**src/rtl/lighthouse_frame_scheduler_if.sv**
```systemverilog
// SPI-side handshake between the frame scheduler and the SPI master.
// The scheduler pulses data_ready_o and holds frame_select_o until ss_n releases.
interface lighthouse_frame_scheduler_if;
  logic       data_ready_o;
  logic [3:0] frame_select_o;
  logic       spi_ss_n_i;

  modport master (
    output data_ready_o,
    output frame_select_o,
    input  spi_ss_n_i
  );

  modport slave (
    input  data_ready_o,
    input  frame_select_o,
    output spi_ss_n_i
  );
endinterface

```
**src/rtl/lighthouse_frame_scheduler.sv**
```systemverilog
// Round-robin scheduler for lighthouse sensor frames sent over ESP8266 SPI.
// Tracks fresh frames, starts transfers, waits for ss_n release, enforces a gap.
module lighthouse_frame_scheduler #(
  parameter int NUMBER_OF_SENSORS = 8,
  parameter int INTER_FRAME_GAP   = 1024,
  parameter int TIMEOUT_CYCLES    = 65535
) (
  input  logic                         clock,
  input  logic                         reset_n,
  input  logic [NUMBER_OF_SENSORS-1:0] sync_i,
  input  logic                         trigger_i,
  input  logic                         enable_i,
  lighthouse_frame_scheduler_if.master spi,
  output logic [15:0]                  pending_o,
  output logic                         busy_o,
  output logic [15:0]                  frames_sent_o,
  output logic [7:0]                   timeout_count_o
);

  localparam int F = (NUMBER_OF_SENSORS + 7) / 8;
  localparam int CMAX = (TIMEOUT_CYCLES > INTER_FRAME_GAP) ?
                        TIMEOUT_CYCLES : INTER_FRAME_GAP;
  localparam int CW = $clog2(CMAX + 1);
  localparam logic [15:0] FMASK = 16'((1 << F) - 1);

  typedef enum logic [2:0] {
    S_IDLE,
    S_ARB,
    S_SEND,
    S_WAIT,
    S_GAP
  } state_t;

  state_t        state_q, state_d;
  logic [15:0]   pending_q, pending_d;
  logic [3:0]    rr_q, rr_d;
  logic [3:0]    sel_q, sel_d;
  logic          dr_q, dr_d;
  logic [CW-1:0] cnt_q, cnt_d;
  logic [15:0]   sent_q, sent_d;
  logic [7:0]    tmo_q, tmo_d;
  logic          ssp_q;

  logic [15:0]   set_vec;
  logic [15:0]   clr_vec;
  logic [15:0]   rset_vec;
  logic          pick_found;
  logic [3:0]    pick_idx;
  logic [CW-1:0] cnt_inc;
  logic          done;

  // exact modulo-F wrap of (value < 2F)
  function automatic logic [3:0] wrap(input int v);
    return (v >= F) ? 4'(v - F) : 4'(v);
  endfunction

  assign done    = !ssp_q && spi.spi_ss_n_i;
  assign cnt_inc = cnt_q + 1'b1;

  always_comb begin
    set_vec = '0;
    for (int s = 0; s < NUMBER_OF_SENSORS; s++) begin
      set_vec[s/8] = set_vec[s/8] | sync_i[s];
    end
    if (trigger_i) set_vec = FMASK;
  end

  // reverse scan so the index closest to rr_q wins
  always_comb begin
    pick_found = 1'b0;
    pick_idx   = '0;
    for (int i = F - 1; i >= 0; i--) begin
      if (pending_q[wrap(int'(rr_q) + i)]) begin
        pick_found = 1'b1;
        pick_idx   = wrap(int'(rr_q) + i);
      end
    end
  end

  always_comb begin
    state_d  = state_q;
    clr_vec  = '0;
    rset_vec = '0;
    rr_d     = rr_q;
    sel_d    = sel_q;
    dr_d     = 1'b0;
    cnt_d    = cnt_q;
    sent_d   = sent_q;
    tmo_d    = tmo_q;
    unique case (state_q)
      S_IDLE: begin
        if (enable_i && |pending_q) state_d = S_ARB;
      end
      S_ARB: begin
        if (pick_found) begin
          sel_d   = pick_idx;
          clr_vec = 16'(1) << pick_idx;
          dr_d    = 1'b1;
          state_d = S_SEND;
        end else begin
          state_d = S_IDLE;
        end
      end
      S_SEND: begin
        cnt_d   = '0;
        state_d = S_WAIT;
      end
      S_WAIT: begin
        if (done) begin
          sent_d  = sent_q + 16'd1;
          cnt_d   = '0;
          state_d = S_GAP;
        end else if (cnt_inc == CW'(TIMEOUT_CYCLES)) begin
          if (tmo_q != 8'hFF) tmo_d = tmo_q + 8'd1;
          rset_vec = 16'(1) << sel_q;
          cnt_d    = '0;
          state_d  = S_GAP;
        end else begin
          cnt_d = cnt_inc;
        end
      end
      S_GAP: begin
        if (cnt_inc == CW'(INTER_FRAME_GAP)) begin
          rr_d    = wrap(int'(sel_q) + 1);
          cnt_d   = '0;
          state_d = (enable_i && |pending_q) ? S_ARB : S_IDLE;
        end else begin
          cnt_d = cnt_inc;
        end
      end
      default: state_d = S_IDLE;
    endcase
    pending_d = ((pending_q & ~clr_vec) | set_vec | rset_vec) & FMASK;
  end

  always_ff @(posedge clock or negedge reset_n) begin
    if (!reset_n) begin
      state_q   <= S_IDLE;
      pending_q <= '0;
      rr_q      <= '0;
      sel_q     <= '0;
      dr_q      <= 1'b0;
      cnt_q     <= '0;
      sent_q    <= '0;
      tmo_q     <= '0;
      ssp_q     <= 1'b1;
    end else begin
      state_q   <= state_d;
      pending_q <= pending_d;
      rr_q      <= rr_d;
      sel_q     <= sel_d;
      dr_q      <= dr_d;
      cnt_q     <= cnt_d;
      sent_q    <= sent_d;
      tmo_q     <= tmo_d;
      ssp_q     <= spi.spi_ss_n_i;
    end
  end

  assign spi.data_ready_o   = dr_q;
  assign spi.frame_select_o = sel_q;
  assign pending_o          = pending_q;
  assign busy_o             = (state_q != S_IDLE);
  assign frames_sent_o      = sent_q;
  assign timeout_count_o    = tmo_q;

endmodule

```
**src/flat_wrapper.sv**
```systemverilog
// flat-port wrapper written by rule: the top's interface ports become plain ports
module lighthouse_frame_scheduler_flat 
#(
  parameter int NUMBER_OF_SENSORS = 8,
  parameter int INTER_FRAME_GAP   = 1024,
  parameter int TIMEOUT_CYCLES    = 65535
)
  (clock, reset_n, sync_i, trigger_i, enable_i, pending_o, busy_o, frames_sent_o, timeout_count_o, spi_data_ready_o, spi_frame_select_o, spi_spi_ss_n_i);
  lighthouse_frame_scheduler_if spi_i ();
  input  logic clock;
  input  logic reset_n;
  input  logic [NUMBER_OF_SENSORS-1:0] sync_i;
  input  logic trigger_i;
  input  logic enable_i;
  output logic [15:0] pending_o;
  output logic busy_o;
  output logic [15:0] frames_sent_o;
  output logic [7:0] timeout_count_o;
  output wire logic [$bits(spi_i.data_ready_o)-1:0] spi_data_ready_o;
  output wire logic [$bits(spi_i.frame_select_o)-1:0] spi_frame_select_o;
  input wire logic [$bits(spi_i.spi_ss_n_i)-1:0] spi_spi_ss_n_i;
  assign spi_data_ready_o = spi_i.data_ready_o;
  assign spi_frame_select_o = spi_i.frame_select_o;
  assign spi_i.spi_ss_n_i = spi_spi_ss_n_i;
  lighthouse_frame_scheduler #(.NUMBER_OF_SENSORS(NUMBER_OF_SENSORS), .INTER_FRAME_GAP(INTER_FRAME_GAP), .TIMEOUT_CYCLES(TIMEOUT_CYCLES)) u_core (.clock(clock), .reset_n(reset_n), .sync_i(sync_i), .trigger_i(trigger_i), .enable_i(enable_i), .spi(spi_i), .pending_o(pending_o), .busy_o(busy_o), .frames_sent_o(frames_sent_o), .timeout_count_o(timeout_count_o));
endmodule
```
**config.mk**
```make
export PLATFORM = sky130hd
export DESIGN_NAME = lighthouse_frame_scheduler_flat
export DESIGN_NICKNAME = d
export VERILOG_FILES = /design/src/rtl/lighthouse_frame_scheduler_if.sv /design/src/rtl/lighthouse_frame_scheduler.sv /design/src/flat_wrapper.sv
export SDC_FILE = /design/constraint.sdc
export NUM_CORES = 1
export LEC_CHECK = 0
export ABC_AREA = 1
export BUFFER_PORTS_ARGS = -buffer_cell sky130_fd_sc_hd__buf_2
export CORE_ASPECT_RATIO = 2
export CORE_MARGIN = 5
export CORE_UTILIZATION = 51
export CTS_CLUSTER_DIAMETER = 200
export CTS_CLUSTER_SIZE = 28
export DETAILED_ROUTE_END_ITERATION = 12
export MAX_ROUTING_LAYER = met4
export PLACE_DENSITY_LB_ADDON = 0.15
export SLEW_MARGIN = 20
export SYNTH_ARGS = -nofsm -noshare
export SYNTH_HDL_FRONTEND = slang
export SYNTH_SLANG_ARGS = --single-unit
export TNS_END_PERCENT = 10
```
**constraint.sdc**
```tcl
create_clock -name clock -period 1.79 [get_ports clock]
set_input_delay 0.0895 -clock clock [delete_from_list [all_inputs] [get_ports clock]]
set_output_delay 0.0895 -clock clock [all_outputs]
set_load 0.05 [all_outputs]
```
==> results.sh <==
export IMPL_hold_ws_ns=0.1144
export IMPL_dp_hpwl_mm=7.418
export IMPL_comb_power_share=0.369
export IMPL_hp_class="in -> reg"
export IMPL_synth_edff_count=0
export IMPL_clock_latency_ns=0.30
export IMPL_worst_clock_skew_ns=0.007867
export IMPL_syn_avg_cell_area_sq_um=7.608
export IMPL_post_synth_inst_count=470
export IMPL_hold_viol_final=0
export IMPL_critPathKind="reg -> reg"
export IMPL_via_count=3550
export IMPL_grt_max_degree=41
export IMPL_clockPowerShare=0.288
export IMPL_drt_wl_total_mm=9.901
export IMPL_powerDensity_mw_per_mm2=838.9
export IMPL_route_detailed_drc=0
export IMPL_crit_required_ns=1.97
export IMPL_clkTransAtPathRegs_ns=0.07
export IMPL_power_switching_w=0.001551
export IMPL_status="finished with violations"
export IMPL_finalSetupViolCount=32
export IMPL_path_buf_inv=1
export IMPL_crit_path_end_kind="flip-flop"
export IMPL_critical_path_top_delay_family="simple AND/OR/NAND/NOR gates"
export IMPL_drt_pass1_iterations=4
export IMPL_relSlewSlack=0.6605
export IMPL_cp_slowest_cell="dfrtp_1"
export IMPL_tightest_slew_ns=0.5087
export IMPL_start_util=0.5193
export IMPL_grt_usage=0.2353
export IMPL_ir_worst_vdd_mv=0.7414
export IMPL_place_gp_congestion=0.9332
export IMPL_synth_flop_cell="dfrtp_1"
export IMPL_antenna_left=0
export IMPL_path_common_cell="nand2_1"
export IMPL_cp_start_kind="flip-flop"
export IMPL_worst_slack_ns=-0.2096
export IMPL_ys_warn_count=0
export IMPL_cts_tree="done"
export IMPL_synth_top_area_share=0.3709
export IMPL_pin_count=59
export IMPL_p_leak_nw=2.477
export IMPL_async_flop_share=1.000
export IMPL_synth_top_area_cell="dfrtp_1"
export IMPL_grt_ovfl_total=0
export IMPL_crit_path_start="u_core.cnt_q[2]"
export IMPL_cts_buffers=5
export IMPL_period_share=1.117
export IMPL_post_drt_wl_per_cell_microns=14.43
export IMPL_synthDistinctLibCells=36
export IMPL_drv_cap=0
export IMPL_drive_above_1_share=0.3977
export IMPL_p_seq_frac=0.343
export IMPL_synthTopCellsByArea="dfrtp_1 (37%), nand2_1 (14%), inv_1 (5.9%), nand3_1 (4.9%), nor2_1 (4.1%)"
export IMPL_vias_per_cell=5.175
export IMPL_cts_buffer_depth=2
export IMPL_critPathMaxFanout=8
export IMPL_grt_antenna_before_repair=0
export IMPL_slowest_delay_ns=0.39
export IMPL_syn_to_final_growth_pct=35.51
export IMPL_internal_power_w=0.002515
export IMPL_port_buffers=43
export IMPL_fmax_ghz=0.5001
export IMPL_syn_cell_area_sq_mm=0.003576
export IMPL_fin_nets=617
export IMPL_rows=43
export IMPL_cp_cell_sequence="buf_4, nand3_2, nor2_2, nand2_1, nand2_2, nand2_1, nor2_1, nand2_1, nor2_2, nand2_2, nand2_4, nand2_8, nand2_1, o21ai_0"
export IMPL_p_sw_frac=0.3814
export IMPL_drt_iter0_markers=177
export IMPL_yosysSeqAreaShare=0.3782
export IMPL_grt_pass1_wl_mm=16.14
export IMPL_die_y_microns=128.4
export IMPL_cts_num_sinks=54
export IMPL_violations="setup timing"
export IMPL_finalMaxSlewViolations=0
export IMPL_dieArea_sq_mm=0.008888
export IMPL_diodes=0
export IMPL_ctsRootBufferMaster="clkbuf_16"
export IMPL_rsz0062_at_grt="true"
export IMPL_die_width_microns=69.21
export IMPL_hold_path_startpoint="sync_i[5]"
export IMPL_power_total_w=0.004065
export IMPL_coreArea_sq_mm=0.006887
export IMPL_cts_max_level=2
export IMPL_cp_arrival_ns=2.18
export IMPL_first_global_vias=3632
export IMPL_period_minus_slack_ns=2.000
export IMPL_worstReg2RegStart="u_core.cnt_q[2]"
export IMPL_ys_ff_latch=54
layout by cell type, fill, tap and decap left out, types with 16 or more instances in the layout:
cell / n
buf_2: 43
dfrtp_2: 16
nor2_1: 24
nand2_1: 116
nand2_2: 32
dfrtp_1: 37
buf_4: 72
nand4_1: 20
inv_1: 53
nand3_1: 29
registers in the layout, summed over array words and instances, names as in the netlist:
| signal | count |
|---|---|
| u_core.spi.frame_select_o | 4 |
| u_core.timeout_count_o | 8 |
| u_core.frames_sent_o | 16 |
| u_core.pending_o | 1 |
| u_core.state_q | 3 |
| u_core.rr_q | 4 |
| u_core.ssp_q | 1 |
| u_core.spi.data_ready_o | 1 |
| u_core.cnt_q | 16 |
worst register-to-register path, cell delays in order, from the launching register on:
cell and delay, ns:
dfrtp_1 0.39, buf_4 0.19, nand3_2 0.10, nor2_2 0.15, nand2_1 0.10, nand2_2 0.12, nand2_1 0.06, nor2_1 0.13
nand2_1 0.08, nor2_2 0.09, nand2_2 0.08, nand2_4 0.14, nand2_8 0.11, nand2_1 0.07, o21ai_0 0.08
power by group through the flow:
stage / clock network (W) / registers [W] / logic [W]
floorplan: 0 / 0.00159 / 0.000761
global placement: 0 / 0.00141 / 0.00141
detailed placement: 0 / 0.00141 / 0.00143
CTS: 0.00119 / 0.00139 / 0.00151
global route: 0.00123 / 0.00141 / 0.00161
finish: 0.00117 / 0.00139 / 0.00150
routing by layer:
metal	up-vias	routed length [microns]	track usage
li1	1720	-	-
met1	1708	3237	0.2095
met2	86	5816	0.4606
met3	36	310	0.02815
met4	0	537	0.1392
met5	-	0	-
worst paths after layout:
| kind | slack (ns) | end | cells after the start |
|---|---|---|---|
| setup reg to reg | -0.21 | u_core.cnt_q[15] | 14 |
| min in group asynchronous | 0.24 | u_core.cnt_q[8] | 2 |
| hold reg to reg | 0.49 | u_core.frames_sent_o[0] | 1 |
| hold / removal | 0.11 | u_core.pending_o[0] | 5 |
| max in group asynchronous | 0.94 | u_core.ssp_q | 3 |
| setup / recovery | -0.21 | u_core.cnt_q[15] | 14 |
kinds of logic (layout without fill, tap and decap cells):
kind of cell	Yosys count	after routing	synth area share
compound gates	25	25	0.03849
xor+xnor	23	23	0.05634
fa+ha+maj	9	9	0.03149
buf+inv	77	187	0.1057
flops	54	54	0.3782
other cells	1	15	0.001049
simple gates	281	283	0.3887
stage by stage:
step | cells | worst slack (ns) | setup TNS, ns | instance area, sq um | util
6_report | 686 | -0.2096 | -4.879 | 4846 | 0.7037
4_1_cts | 683 | -0.2261 | -5.338 | 4730 | 0.6868
3_5_place_dp | 667 | -0.3152 | -7.901 | 4385 | 0.6368
5_1_grt | 686 | -0.3220 | -8.257 | 4846 | 0.7037
2_1_floorplan | 484 | -0.08517 | -0.9330 | 3675 | -
3_3_place_gp | 667 | -0.2166 | -5.370 | 4385 | 0.6368
synth_stat cells, drive strengths merged, types with 2 or more instances:
cell type	count
nor3	6
nor2	46
nand2	156
nor4	2
nand3b	2
o21ai	14
a21oi	7
xnor2	14
buf	18
inv	58
xor2	9
dfrtp	53
and3	2
nand4	20
nand3	46
ha	9
area by class of cell:
cell class,count,area (sq um)
Clock buffer,7,142.6
Fill cell,602,2041
Clock inverter,1,30.03
Tap cell,90,112.6
Multi-Input combinational cell,355,2136
Inverter,58,217.7
Timing Repair Buffer,121,834.6
Sequential cell,54,1373
repair_timing:
item,in CTS,in global routing
hold buffers,2,0
pin swaps,15,17
endpoints found under the hold margin,15,0
buffers inserted,3,3
endpoints found under the setup margin,35,36
gates resized for setup,30,30
gates cloned,3,0
Power figures use the tool's default switching activity.
